<file path="src/rtl/wb_pkg.sv">
// Shared constants for the writeback arbiter slice: default sizes, register
// address width and the fixed requester indices.
package wb_pkg;
  localparam int unsigned NREQ_DEFAULT = 3;
  localparam int unsigned XLEN_DEFAULT = 32;
  localparam int unsigned REG_ADDR_W   = 5;
  localparam int unsigned NUM_REGS     = 32;

  localparam int unsigned REQ_ALU = 0;
  localparam int unsigned REQ_LSU = 1;
  localparam int unsigned REQ_MDU = 2;

  function automatic int unsigned ptr_width(input int unsigned n);
    return (n > 1) ? $clog2(n) : 1;
  endfunction
endpackage

</file>
<file path="src/rtl/rr_arbiter.sv">
// Round-robin grant: scans requests starting at ptr and returns a one-hot
// grant for the first active request found (all-zero if none).
module rr_arbiter #(
  parameter int unsigned N  = 3,
  parameter int unsigned PW = 2
) (
  input  logic [N-1:0]  req,
  input  logic [PW-1:0] ptr,
  output logic [N-1:0]  grant
);
  logic          w_found;
  logic [PW-1:0] w_idx;

  always_comb begin
    grant   = '0;
    w_found = 1'b0;
    w_idx   = '0;
    for (int unsigned k = 0; k < N; k++) begin
      w_idx = PW'((32'(ptr) + k) % N);
      if (!w_found && req[w_idx]) begin
        grant[w_idx] = 1'b1;
        w_found      = 1'b1;
      end
    end
  end
endmodule

</file>
<file path="src/rtl/wb_arbiter.sv">
// Writeback arbiter: round-robin register-file write port plus busy-bit
// scoreboard. Define WB_BYPASS_EN to forward the write port onto the reads.
module wb_arbiter
  import wb_pkg::*;
#(
  parameter int unsigned NREQ = NREQ_DEFAULT,
  parameter int unsigned XLEN = XLEN_DEFAULT
) (
  input  logic                       clk,
  input  logic                       reset,
  input  logic [NREQ-1:0]            req_valid,
  output logic [NREQ-1:0]            req_ready,
  input  logic [NREQ*REG_ADDR_W-1:0] req_rd,
  input  logic [NREQ*XLEN-1:0]       req_data,
  input  logic                       issue_valid,
  input  logic [REG_ADDR_W-1:0]      issue_rd,
  output logic                       issue_stall,
  input  logic [REG_ADDR_W-1:0]      rs1,
  input  logic [REG_ADDR_W-1:0]      rs2,
  output logic                       rs1_busy,
  output logic                       rs2_busy,
  output logic                       rf_we,
  output logic [REG_ADDR_W-1:0]      rf_waddr,
  output logic [XLEN-1:0]            rf_wdata,
  input  logic [XLEN-1:0]            rf_rdata1,
  input  logic [XLEN-1:0]            rf_rdata2,
  output logic [XLEN-1:0]            fwd_rdata1,
  output logic [XLEN-1:0]            fwd_rdata2
);
  localparam int unsigned PTR_W = ptr_width(NREQ);

  logic [PTR_W-1:0]      r_rr_ptr;
  logic [NUM_REGS-1:1]   r_busy;
  logic [NUM_REGS-1:0]   w_busy;
  logic [NREQ-1:0]       w_req;
  logic [NREQ-1:0]       w_grant;
  logic                  w_any;
  logic [PTR_W-1:0]      w_gidx;
  logic [REG_ADDR_W-1:0] w_rd;
  logic [XLEN-1:0]       w_data;
  logic                  w_set_en;
  logic [NUM_REGS-1:1]   w_set;
  logic [NUM_REGS-1:1]   w_clr;

  // Requests are masked during reset so nothing is granted or written.
  assign w_req = reset ? '0 : req_valid;

  rr_arbiter #(.N(NREQ), .PW(PTR_W)) u_rr (
    .req  (w_req),
    .ptr  (r_rr_ptr),
    .grant(w_grant)
  );

  always_comb begin
    w_any  = 1'b0;
    w_gidx = '0;
    w_rd   = '0;
    w_data = '0;
    for (int unsigned i = 0; i < NREQ; i++) begin
      if (w_grant[i]) begin
        w_any  = 1'b1;
        w_gidx = PTR_W'(i);
        w_rd   = req_rd[i*REG_ADDR_W +: REG_ADDR_W];
        w_data = req_data[i*XLEN +: XLEN];
      end
    end
  end

  assign req_ready = w_grant;
  assign rf_we     = w_any && (w_rd != '0);
  assign rf_waddr  = w_rd;
  assign rf_wdata  = w_data;

  assign w_busy      = {r_busy, 1'b0};
  assign issue_stall = issue_valid && w_busy[issue_rd] && (issue_rd != '0);
  assign w_set_en    = issue_valid && !issue_stall && (issue_rd != '0);

  always_comb begin
    w_set = '0;
    w_clr = '0;
    for (int unsigned i = 1; i < NUM_REGS; i++) begin
      w_set[i] = w_set_en && (issue_rd == REG_ADDR_W'(i));
      w_clr[i] = rf_we && (rf_waddr == REG_ADDR_W'(i));
    end
  end

  always_ff @(posedge clk or posedge reset) begin
    if (reset) begin
      r_busy   <= '0;
      r_rr_ptr <= '0;
    end else begin
      r_busy <= (r_busy & ~w_clr) | w_set;
      if (w_any)
        r_rr_ptr <= (w_gidx == PTR_W'(NREQ - 1)) ? '0 : w_gidx + 1'b1;
    end
  end

`ifdef WB_BYPASS_EN
  logic w_hit1, w_hit2;
  assign w_hit1     = rf_we && (rf_waddr == rs1) && (rs1 != '0);
  assign w_hit2     = rf_we && (rf_waddr == rs2) && (rs2 != '0);
  assign fwd_rdata1 = w_hit1 ? rf_wdata : rf_rdata1;
  assign fwd_rdata2 = w_hit2 ? rf_wdata : rf_rdata2;
  assign rs1_busy   = w_busy[rs1] && !w_hit1;
  assign rs2_busy   = w_busy[rs2] && !w_hit2;
`else
  assign fwd_rdata1 = rf_rdata1;
  assign fwd_rdata2 = rf_rdata2;
  assign rs1_busy   = w_busy[rs1];
  assign rs2_busy   = w_busy[rs2];
`endif
endmodule

</file>
<file path="config.mk">
export PLATFORM = sky130hd
export DESIGN_NAME = wb_arbiter
export DESIGN_NICKNAME = d
export VERILOG_FILES = /design/src/rtl/wb_pkg.sv /design/src/rtl/rr_arbiter.sv /design/src/rtl/wb_arbiter.sv
export SDC_FILE = /design/constraint.sdc
export NUM_CORES = 1
export LEC_CHECK = 0
export BUFFER_PORTS_ARGS = -buffer_cell sky130_fd_sc_hd__buf_2
export CORE_AREA = 2 2 116 118
export CTS_CLUSTER_DIAMETER = 40
export DETAILED_ROUTE_END_ITERATION = 8
export DIE_AREA = 0 0 118 120
export GPL_TIMING_DRIVEN = 0
export PLACE_DENSITY = 0.64
export SLEW_MARGIN = 10
export SYNTH_ARGS = -nofsm -noshare
export SYNTH_HDL_FRONTEND = slang
export SYNTH_HIERARCHICAL = 1
export SYNTH_SLANG_ARGS = --single-unit
</file>
<file path="constraint.sdc">
create_clock -name clk -period 3.83 [get_ports clk]
set_clock_uncertainty 0.1 [all_clocks]
set_input_delay 0.766 -clock clk [delete_from_list [all_inputs] [get_ports clk]]
set_output_delay 0.766 -clock clk [all_outputs]
set_load 0.02 [all_outputs]
</file>
==> flow_summary.toml, run 1 <==
[status]
status = "finished with violations"
violations = "negative setup slack"

[worst_hold_path]
hold_path.class = "register to register"
min_from = "r_busy[11]$_DFF_PP0_"
hold_end = "r_busy[11]$_DFF_PP0_"
min_path_cells = 2

[timing]
setup_viol = 32
rsz0062_at_grt = "true"
slew_headroom = 0.462
maxSlewViolCount = 0
tightestPinTransition_ns = 0.806
setup_ws_ns = -0.211
hold_violations = 0
min_period_ns = 4.04
timing.final.crit_share = 1.05
clock.fmax_ghz = 0.247
hold_slack_ns = 0.487

[pwr]
power.total_w = 0.00516
powerDensity_mw_per_mm2 = 806
p_leak_nw = 2.93
p_int_w = 0.00250
seq_power_share = 0.127
p_clk_frac = 0.076
power.share.combinational = 0.797
switchingPower_w = 0.00266
p_sw_frac = 0.515
ir_drop_uv = 333

[yosys]
postSynthCellCount = 446
synthArstFlopShare = 1.00
netlist_area_mm2 = 0.00394
yosysTopAreaCell = "dfrtp_1"
synth_nets = 646
synth_area_leaders = "dfrtp_1 (21%), buf_4 (12%), mux4_2 (11%)"
syn_area_per_cell_um2 = 8.84
yosys_most_used_dff = "dfrtp_1"
synth_edf_count = 0
synth_seq_area_share = 0.209
ys_warn_count = 6
ys_seq_elements = 33
synth_cell_types = 44
yosysTopAreaCellShare = 0.209

[cts]
clock-sinks = 33
cts_max_path_buffers = 2
cts_tree = "yes"
clk_pin_slew_ns = 0.05
insertion_delay_ns = 0.28
cts-root-buf = "clkbuf_16"
cts_buffers = 5
cts-htree-levels = 2
holdBufCountCts = 0

[die]
row_count = 42
io_pins = 304
die_y_um = 120
dieArea_mm2 = 0.0142
die_x_um = 118
coreArea_mm2 = 0.0130
start_util = 0.304

[critical_path]
slowest_stage = "dfrtp_1"
crit_type = "register to output pin"
r2r_cells = 14
path_max_fanout = 10
end_kind = "output pin"
slowest_delay_ns = 0.43
arrival_ns = 3.17
cp_cell_sequence = "inv_2 > ha_4 > buf_6 > mux2i_2 > a221oi_2 > o211ai_1 > o211ai_1 > buf_4 > nor2b_2 > a31oi_4 > or2_4 > or4_4 > buf_6"
regToRegStartpoint = "r_rr_ptr[0]$_DFFE_PP0P_"
rrSetupSlack_ns = 0.41
crit_buf_inv = 4
reg2reg_to = "r_busy[31]$_DFF_PP0_"
critPathRequiredTime_ns = 2.96
startpoint_type = "register"
cpLargestDelayFamily = "simple AND/OR/NAND/NOR gates"

[global_route]
grt_usage = 0.233
grt_max_degree = 34
grt_overflow = 0
grt_pass1_wl_um = 25500
antenna_found_initial = 0
grt_pass1_vias = 4430

[layout]
fin_nets = 913
areaGrowthSynthToFinish_pct = 62.3
nFillCells = 1194
drive_gt1_frac = 0.718
seqCellArea_um2 = 827
multi_input_area_mm2 = 0.00288
n_antenna_cell = 0
instances_no_fill = 890

[drt]
drt-total-wl_um = 17900
first_iter_violations = 320
wl_per_cell_um = 20.1
vias = 4753
drc = 0
postRouteAntennaNets = 0
firstDrtPassIters = 5
vias_per_cell = 5.34

[placed_design]
dp_cells = 854
gp_congestion = 0.949
place_ws_ns = -0.815
port_buffers = 232
hpwlAfterDp_um = 14100

[flow_run]
cap_violations = 0
layout make-up:
class	count	share of cell area
timing repair buffer	262	0.236
clock inverter	2	0.00156
buffer	99	0.122
multi-input combinational	302	0.450
clock buffer	6	0.0201
tap	176	0.0344
inverter	10	0.00665
sequential	33	0.129
worst max-delay path by stage:
stage,from,endpoint,slack [ns],depth (start not counted)
final,r_rr_ptr[0]$_DFFE_PP0P_,rf_we,-0.21,13
after global routing,r_rr_ptr[0]$_DFFE_PP0P_,rf_we,-0.33,13
after CTS,r_rr_ptr[1]$_DFFE_PP0P_,rf_we,-0.26,13
after detailed placement,reset,rf_wdata[18],-0.82,13
after global placement,reset,rf_wdata[16],-0.74,13
after floorplan,req_valid[1],rf_we,-0.21,11
power groups by stage:
stage	registers, W	clock network [W]	logic [W]
global placement	0.000629	0	0.00317
floorplan	0.000583	0	0.00219
CTS	0.000640	0.000390	0.00359
detailed placement	0.000648	0	0.00322
global route	0.000672	0.000410	0.00434
finish	0.000656	0.000390	0.00411
cells by family after synthesis:
kind of cell,Yosys count,synth area share
buf+inv,111,0.180
fa+ha+maj,4,0.0127
simple gates,102,0.132
flops,33,0.209
mux,43,0.176
compound gates,153,0.290
cell usage in the layout, fill, tap and decap left out, types with 6 or more instances in the layout:
| cell type | n |
|---|---|
| a22oi_2 | 30 |
| buf_2 | 218 |
| buf_4 | 102 |
| buf_6 | 15 |
| clkbuf_1 | 9 |
| clkbuf_16 | 7 |
| dfrtp_1 | 32 |
| mux2_2 | 8 |
| mux2i_1 | 11 |
| mux4_2 | 20 |
| nand2_1 | 43 |
| nand3_1 | 13 |
| nand3b_1 | 10 |
| nor2b_1 | 8 |
| o211ai_1 | 6 |
| o21ai_0 | 35 |
| o21ai_2 | 31 |
| o31ai_2 | 29 |
cells in the mapped netlist, types with 3 or more instances:
cell,n
a22oi_1,33
a31o_2,3
buf_1,3
buf_4,65
buf_6,6
clkbuf_1,24
dfrtp_1,33
ha_1,4
inv_1,10
mux2_2,8
mux2i_1,14
mux4_2,20
nand2_1,46
nand2b_1,5
nand3_1,13
nand3b_1,10
nor2_1,5
nor2b_1,13
o211ai_1,6
o21ai_0,66
o22ai_1,3
o31ai_2,29
flip-flops by register name (all words and copies together) (netlist names):
register	cells
r_busy	31
r_rr_ptr	2
metal layers:
| layer | wire length, µm | part of all wire | GRT usage |
|---|---|---|---|
| met1 | 7610 | 0.43 | 0.324 |
| met2 | 8750 | 0.49 | 0.389 |
| met3 | 1280 | 0.072 | 0.0366 |
| met4 | 230 | 0.013 | 0.0369 |
| met5 | 0 | 0 | 0 |
timing repair:
item                                    4_1_cts  5_1_grt
endpoints found under the setup margin       36       36
gates resized for setup                      75       68
gates cloned                                  1        2
setup buffers                                12       16
pin swaps                                     8       18
worst min-delay path, delay by kind of cell (launching register included):
family             cells  cell delay [ns]
DFF                    1             0.37
AOI/OAI and AO/OA      2             0.18
metrics by stage:
| step | cell area (µm²) | util | TNS, ns |
|---|---|---|---|
| floorplan | 4130 | - | -0.210 |
| finish | 6400 | 0.493 | -2.17 |
| global placement | 5510 | 0.424 | -20.37 |
| detailed placement | 5510 | 0.424 | -24.64 |
| global route | 6400 | 0.493 | -5.32 |
| CTS | 5980 | 0.460 | -1.35 |
Power figures use the tool's default switching activity.
==> run 2, diff against run 1 <==
--- a/config.mk
+++ b/config.mk
@@ -17,3 +17,4 @@
 export SYNTH_HDL_FRONTEND = slang
 export SYNTH_HIERARCHICAL = 1
 export SYNTH_SLANG_ARGS = --single-unit
+export TNS_END_PERCENT = 5
==> run 2 against run 1 <==
Net effect: the run still ends with negative setup slack left; combinational power is 9.5% lower; final cell count shrank 0.45%; die area unchanged; largest cell class unchanged; highest routed layer unchanged.
==> flow_summary.toml, run 2 (synthesis results as in run 1) <==
[status]
status = "finished with violations"
violations = "negative setup slack"

[timing]
fin_setup_tns_ns = -0.370
rsz0062_at_grt = "true"
timing.final.crit_share = 1.06
clock.fmax_ghz = 0.246
hold_violations = 0
setup_ws_ns = -0.229
min_period_ns = 4.06
setup_viol = 5
tightestPinTransition_ns = 0.816
slew_headroom = 0.456
maxSlewViolCount = 0

[pwr]
p_leak_nw = 2.81
power.share.combinational = 0.781
ir_drop_uv = 328
p_sw_frac = 0.511
seq_power_share = 0.140
p_int_w = 0.00233
switchingPower_w = 0.00244
power.total_w = 0.00476
powerDensity_mw_per_mm2 = 792
p_clk_frac = 0.080

[layout]
instances_no_fill = 886
seqCellArea_um2 = 827
areaGrowthSynthToFinish_pct = 52.6
multi_input_area_mm2 = 0.00261
largest_reg_flops = 31
n_antenna_cell = 0
drive_gt1_frac = 0.631
final_cell_mix = "buf_2 (205), buf_4 (120), nand2_1 (43)"
top_regs = "r_busy x31, r_rr_ptr x2"
nFillCells = 1271
fin_nets = 909
regMostFlops = "r_busy"
final_common_cell = "buf_2"

[cts]
cts_buffers = 5
insertion_delay_ns = 0.28
clk_pin_slew_ns = 0.05
cts_max_path_buffers = 2
cts-htree-levels = 2
cts-root-buf = "clkbuf_16"
clock-sinks = 33
cts_tree = "yes"

[critical_path]
rrSetupSlack_ns = 0.50
path_max_fanout = 5
end_kind = "output pin"
startpoint_type = "register"
crit_type = "register to output pin"
critPathRequiredTime_ns = 2.96
reg2reg_to = "r_busy[31]$_DFF_PP0_"
regToRegStartpoint = "r_rr_ptr[1]$_DFFE_PP0P_"
arrival_ns = 3.19
r2r_cells = 14

[drt]
drc = 0
vias_per_cell = 5.31
first_iter_violations = 268
firstDrtPassIters = 5
vias = 4706
drt-total-wl_um = 17400
postRouteAntennaNets = 0
wl_per_cell_um = 19.6

[die]
dieArea_mm2 = 0.0142
die_y_um = 120
die_x_um = 118
io_pins = 304
start_util = 0.304
coreArea_mm2 = 0.0130
row_count = 42

[global_route]
grt_overflow = 0
grt_pass1_wl_um = 25600
antenna_found_initial = 0
grt_max_degree = 34
grt_pass1_vias = 4526
grt_usage = 0.232

[worst_hold_path]
min_from = "r_busy[11]$_DFF_PP0_"
min_path_cells = 2
hold_end = "r_busy[11]$_DFF_PP0_"
hold_path.class = "register to register"

[flow_run]
cap_violations = 0

[placed_design]
gp_congestion = 1.01
hpwlAfterDp_um = 14100
dp_cells = 854
port_buffers = 232
==> run 2: cell types whose count changed in the layout (fill, tap and decap cells not counted), sizes merged <==
cell / previous run / this run
clkinv: 2 / 0
clkinvlp: 0 / 2
buf: 342 / 340
inv: 10 / 8
==> run 2: timing repair <==
item / 4_1_cts / 5_1_grt
gates cloned: 2 / 0
buffers inserted: 19 / 7
pin swaps: 10 / 14
hold buffers: 0 / 0
gates resized for setup: 51 / 61
endpoints found under the setup margin: 36 / 36
==> run 2: power by group through the flow <==
stage / Combinational (W) / Sequential (W) / Clock, W
2_1_floorplan: 0.00206 / 0.000583 / 0
3_3_place_gp: 0.00297 / 0.000645 / 0
3_5_place_dp: 0.00303 / 0.000656 / 0
4_1_cts: 0.00341 / 0.000648 / 0.000386
5_1_grt: 0.00392 / 0.000680 / 0.000401
6_report: 0.00372 / 0.000665 / 0.000381
==> run 2: metrics by stage <==
step                      hold WS, ns  setup slack (ns)  instance area [µm²]   util
after global placement          0.461            -0.769                 5400  0.416
after global routing            0.516            -0.294                 6020  0.464
final                           0.502            -0.229                 6020  0.464
after CTS                       0.492            -0.191                 5840  0.450
after detailed placement        0.481            -0.859                 5400  0.416
after floorplan                 0.409            -0.206                 4020      -
==> run 2: worst max-delay path, cell delays in order (launching register included) <==
cell	delay, ns
dfrtp_1	0.41
buf_6	0.14
ha_4	0.23
buf_6	0.13
mux2i_2	0.18
a221oi_2	0.07
o211ai_1	0.21
o211ai_1	0.16
buf_4	0.19
buf_6	0.11
nand3b_1	0.09
a31o_4	0.23
clkinvlp_4	0.13
or4_4	0.49
buf_6	0.15
==> run 2: layout make-up <==
type	instances	share of cell area
clock buffers	8	0.0227
repair buffers	259	0.241
multi-input cells	302	0.433
flip-flops and latches	33	0.137
plain buffers	98	0.122
inverters	10	0.00748
well taps	176	0.0366
==> run 2: worst max-delay path by stage <==
stage | startpoint | end | depth (start not counted)
finish | r_rr_ptr[1]$_DFFE_PP0P_ | rf_we | 14
global route | r_rr_ptr[1]$_DFFE_PP0P_ | rf_we | 14
CTS | r_rr_ptr[1]$_DFFE_PP0P_ | rf_we | 13
detailed placement | reset | rf_wdata[24] | 13
global placement | reset | rf_wdata[24] | 13
floorplan | req_valid[1] | rf_we | 11
==> run 2: routing by layer <==
metal / global-route usage / wire length [µm] / vias to the layer above
met1: 0.301 / 7020 / 2246
met5: 0 / 0 / -
met3: 0.0751 / 2010 / 31
met2: 0.370 / 7950 / 300
li1: - / - / 2129
met4: 0.0708 / 371 / 0
==> run 3, diff against run 2 <==
--- a/config.mk
+++ b/config.mk
@@ -6,12 +6,12 @@
 export NUM_CORES = 1
 export LEC_CHECK = 0
 export BUFFER_PORTS_ARGS = -buffer_cell sky130_fd_sc_hd__buf_2
-export CORE_AREA = 2 2 116 118
+export CORE_AREA = 2 2 117 119
 export CTS_CLUSTER_DIAMETER = 40
 export DETAILED_ROUTE_END_ITERATION = 8
-export DIE_AREA = 0 0 118 120
+export DIE_AREA = 0 0 119 121
 export GPL_TIMING_DRIVEN = 0
-export PLACE_DENSITY = 0.64
+export PLACE_DENSITY = 0.61
 export SLEW_MARGIN = 10
 export SYNTH_ARGS = -nofsm -noshare
 export SYNTH_HDL_FRONTEND = slang
==> constraint.sdc (replaced) <==
create_clock -name clk -period 4.99 [get_ports clk]
set_clock_uncertainty 0.1 [all_clocks]
set_input_delay 0.998 -clock clk [delete_from_list [all_inputs] [get_ports clk]]
set_output_delay 0.998 -clock clk [all_outputs]
set_load 0.02 [all_outputs]
==> run 3 against run 2 <==
Net effect: the flow now finishes without violations; sequential power is 27% lower; non-clock buffer count is 23 lower; via count is 5.5% lower; clock power is 15% lower; combinational power is 39% lower; first-iteration DRC count is 32% lower; final cell count is 2.3% lower; total power is 36% lower; die area is 1.7% higher; design area is 7.6% lower; sequential share of layout area is 1.1 points higher; utilization is 3.9 points lower; critical path type is now input port to output pin; critical endpoint is now rf_wdata[22].
==> flow_summary.toml, run 3 (synthesis results as in run 1) <==
[status]
status = "completed"

[global_route]
antenna_found_initial = 2
grt_usage = 0.203
grt_overflow = 0
grt_pass1_vias = 4220
grt_pass1_wl_um = 22600
grt_max_degree = 34

[layout]
regMostFlops = "r_busy"
instances_no_fill = 866
areaGrowthSynthToFinish_pct = 41.0
final_common_cell = "buf_2"
final_cell_mix = "buf_2 (234), buf_4 (68), o21ai_0 (66)"
seqCellArea_um2 = 826
fin_nets = 887
stdcell_area_mm2 = 0.00556
nFillCells = 1317
largest_reg_flops = 31
drive_gt1_frac = 0.574
multi_input_area_mm2 = 0.00246
top_regs = "r_busy x31, r_rr_ptr x2"

[cts]
cts-root-buf = "clkbuf_16"
cts_tree = "yes"
cts-htree-levels = 2
clock-sinks = 33
cts_buffers = 5
holdBufCountCts = 0
clk_pin_slew_ns = 0.05
cts_max_path_buffers = 2
insertion_delay_ns = 0.28

[timing]
maxSlewViolCount = 0
fin_setup_tns_ns = 0
rsz0062_at_grt = "true"
tightestPinTransition_ns = 0.768
timing.final.crit_share = 0.991
setup_viol = 0
min_period_ns = 4.95
setup_ws_ns = 0.0433
slew_headroom = 0.488
clock.fmax_ghz = 0.202
hold_violations = 0

[flow_run]
cap_violations = 0

[drt]
first_iter_violations = 182
postRouteAntennaNets = 0
wl_per_cell_um = 17.9
routed.top_layer = "met4"
drc = 0
vias = 4448
m1WireLength_um = 5860
drt-total-wl_um = 15500
vias_per_cell = 5.14
wl_met2_um = 7910
firstDrtPassIters = 5
dr_wl_met3_um = 1230

[critical_path]
path_max_fanout = 10
end_kind = "output pin"
r2r_cells = 14
critPathRequiredTime_ns = 3.89
startpoint_type = "input port"
crit_type = "input port to output pin"
arrival_ns = 3.85

[pwr]
power.share.combinational = 0.736
powerDensity_mw_per_mm2 = 551
ir_drop_uv = 265
p_int_w = 0.00140
p_sw_frac = 0.543
p_clk_frac = 0.105
seq_power_share = 0.159
p_leak_nw = 2.63
switchingPower_w = 0.00167

[die]
die_x_um = 119
coreArea_mm2 = 0.0131
dieArea_mm2 = 0.0144
die_y_um = 121
start_util = 0.301
row_count = 42
io_pins = 304

[placed_design]
place_ws_ns = -0.450
dp_cells = 854
gp_congestion = 0.889
port_buffers = 232
hpwlAfterDp_um = 12800
place_area_mm2 = 0.00533

[worst_hold_path]
min_path_cells = 2
hold_path.class = "register to register"
-- run 3: repair_timing --
item                       4_1_cts  5_1_grt
setup buffers                    1        2
pin swaps                        1        2
cloned                           0        1
setup endpoints to repair       31       14
resized for setup                9        7
-- run 3: layout make-up --
cell class / count / area share
tap: 176 / 0.0396
antenna: 2 / 0.000900
multi-input combinational: 303 / 0.442
clock inverter: 1 / 0.000900
sequential: 33 / 0.149
buffer: 99 / 0.121
inverter: 10 / 0.00675
timing repair buffer: 235 / 0.213
clock buffer: 7 / 0.0275
-- run 3: final timing paths --
path	startpoint	end	slack [ns]
setup / recovery	reset	rf_wdata[22]	0.04
hold / removal	r_busy[18]$_DFF_PP0_	r_busy[18]$_DFF_PP0_	0.48
setup reg to reg	r_rr_ptr[1]$_DFFE_PP0P_	r_busy[31]$_DFF_PP0_	1.28
hold reg to reg	r_busy[18]$_DFF_PP0_	r_busy[18]$_DFF_PP0_	0.48
max in group asynchronous	reset	r_busy[25]$_DFF_PP0_	3.50
min in group asynchronous	reset	r_busy[8]$_DFF_PP0_	0.82
-- run 3: through the flow --
step           hold WS (ns)  utilization  total power, W
2_1_floorplan         0.409            -         0.00193
3_3_place_gp          0.448        0.407         0.00266
3_5_place_dp          0.464        0.407         0.00270
4_1_cts               0.475        0.421         0.00305
5_1_grt               0.515        0.425         0.00326
6_report              0.478        0.425         0.00307
-- run 3: layer usage --
| metal | vias to the layer above | global-route usage |
|---|---|---|
| li1 | 2092 | - |
| met1 | 2101 | 0.240 |
| met2 | 231 | 0.361 |
| met3 | 24 | 0.0428 |
| met4 | 0 | 0.0796 |
| met5 | - | 0 |
-- run 3: power by group through the flow --
stage | Sequential (W) | Clock (W) | Combinational, W
after global routing | 0.000504 | 0.000339 | 0.00242
after floorplan | 0.000448 | 0 | 0.00148
after detailed placement | 0.000488 | 0 | 0.00221
after CTS | 0.000483 | 0.000327 | 0.00224
final | 0.000487 | 0.000322 | 0.00226
after global placement | 0.000480 | 0 | 0.00218
-- run 3: critical path, stage by stage --
cell,delay (ns)
buf_2,0.18
nor2b_4,0.09
a22oi_1,0.17
o22ai_1,0.15
nor4bb_2,0.42
o31a_1,0.28
clkbuf_2,0.30
clkbuf_1,0.40
a22oi_1,0.21
o21ai_0,0.38
buf_2,0.25
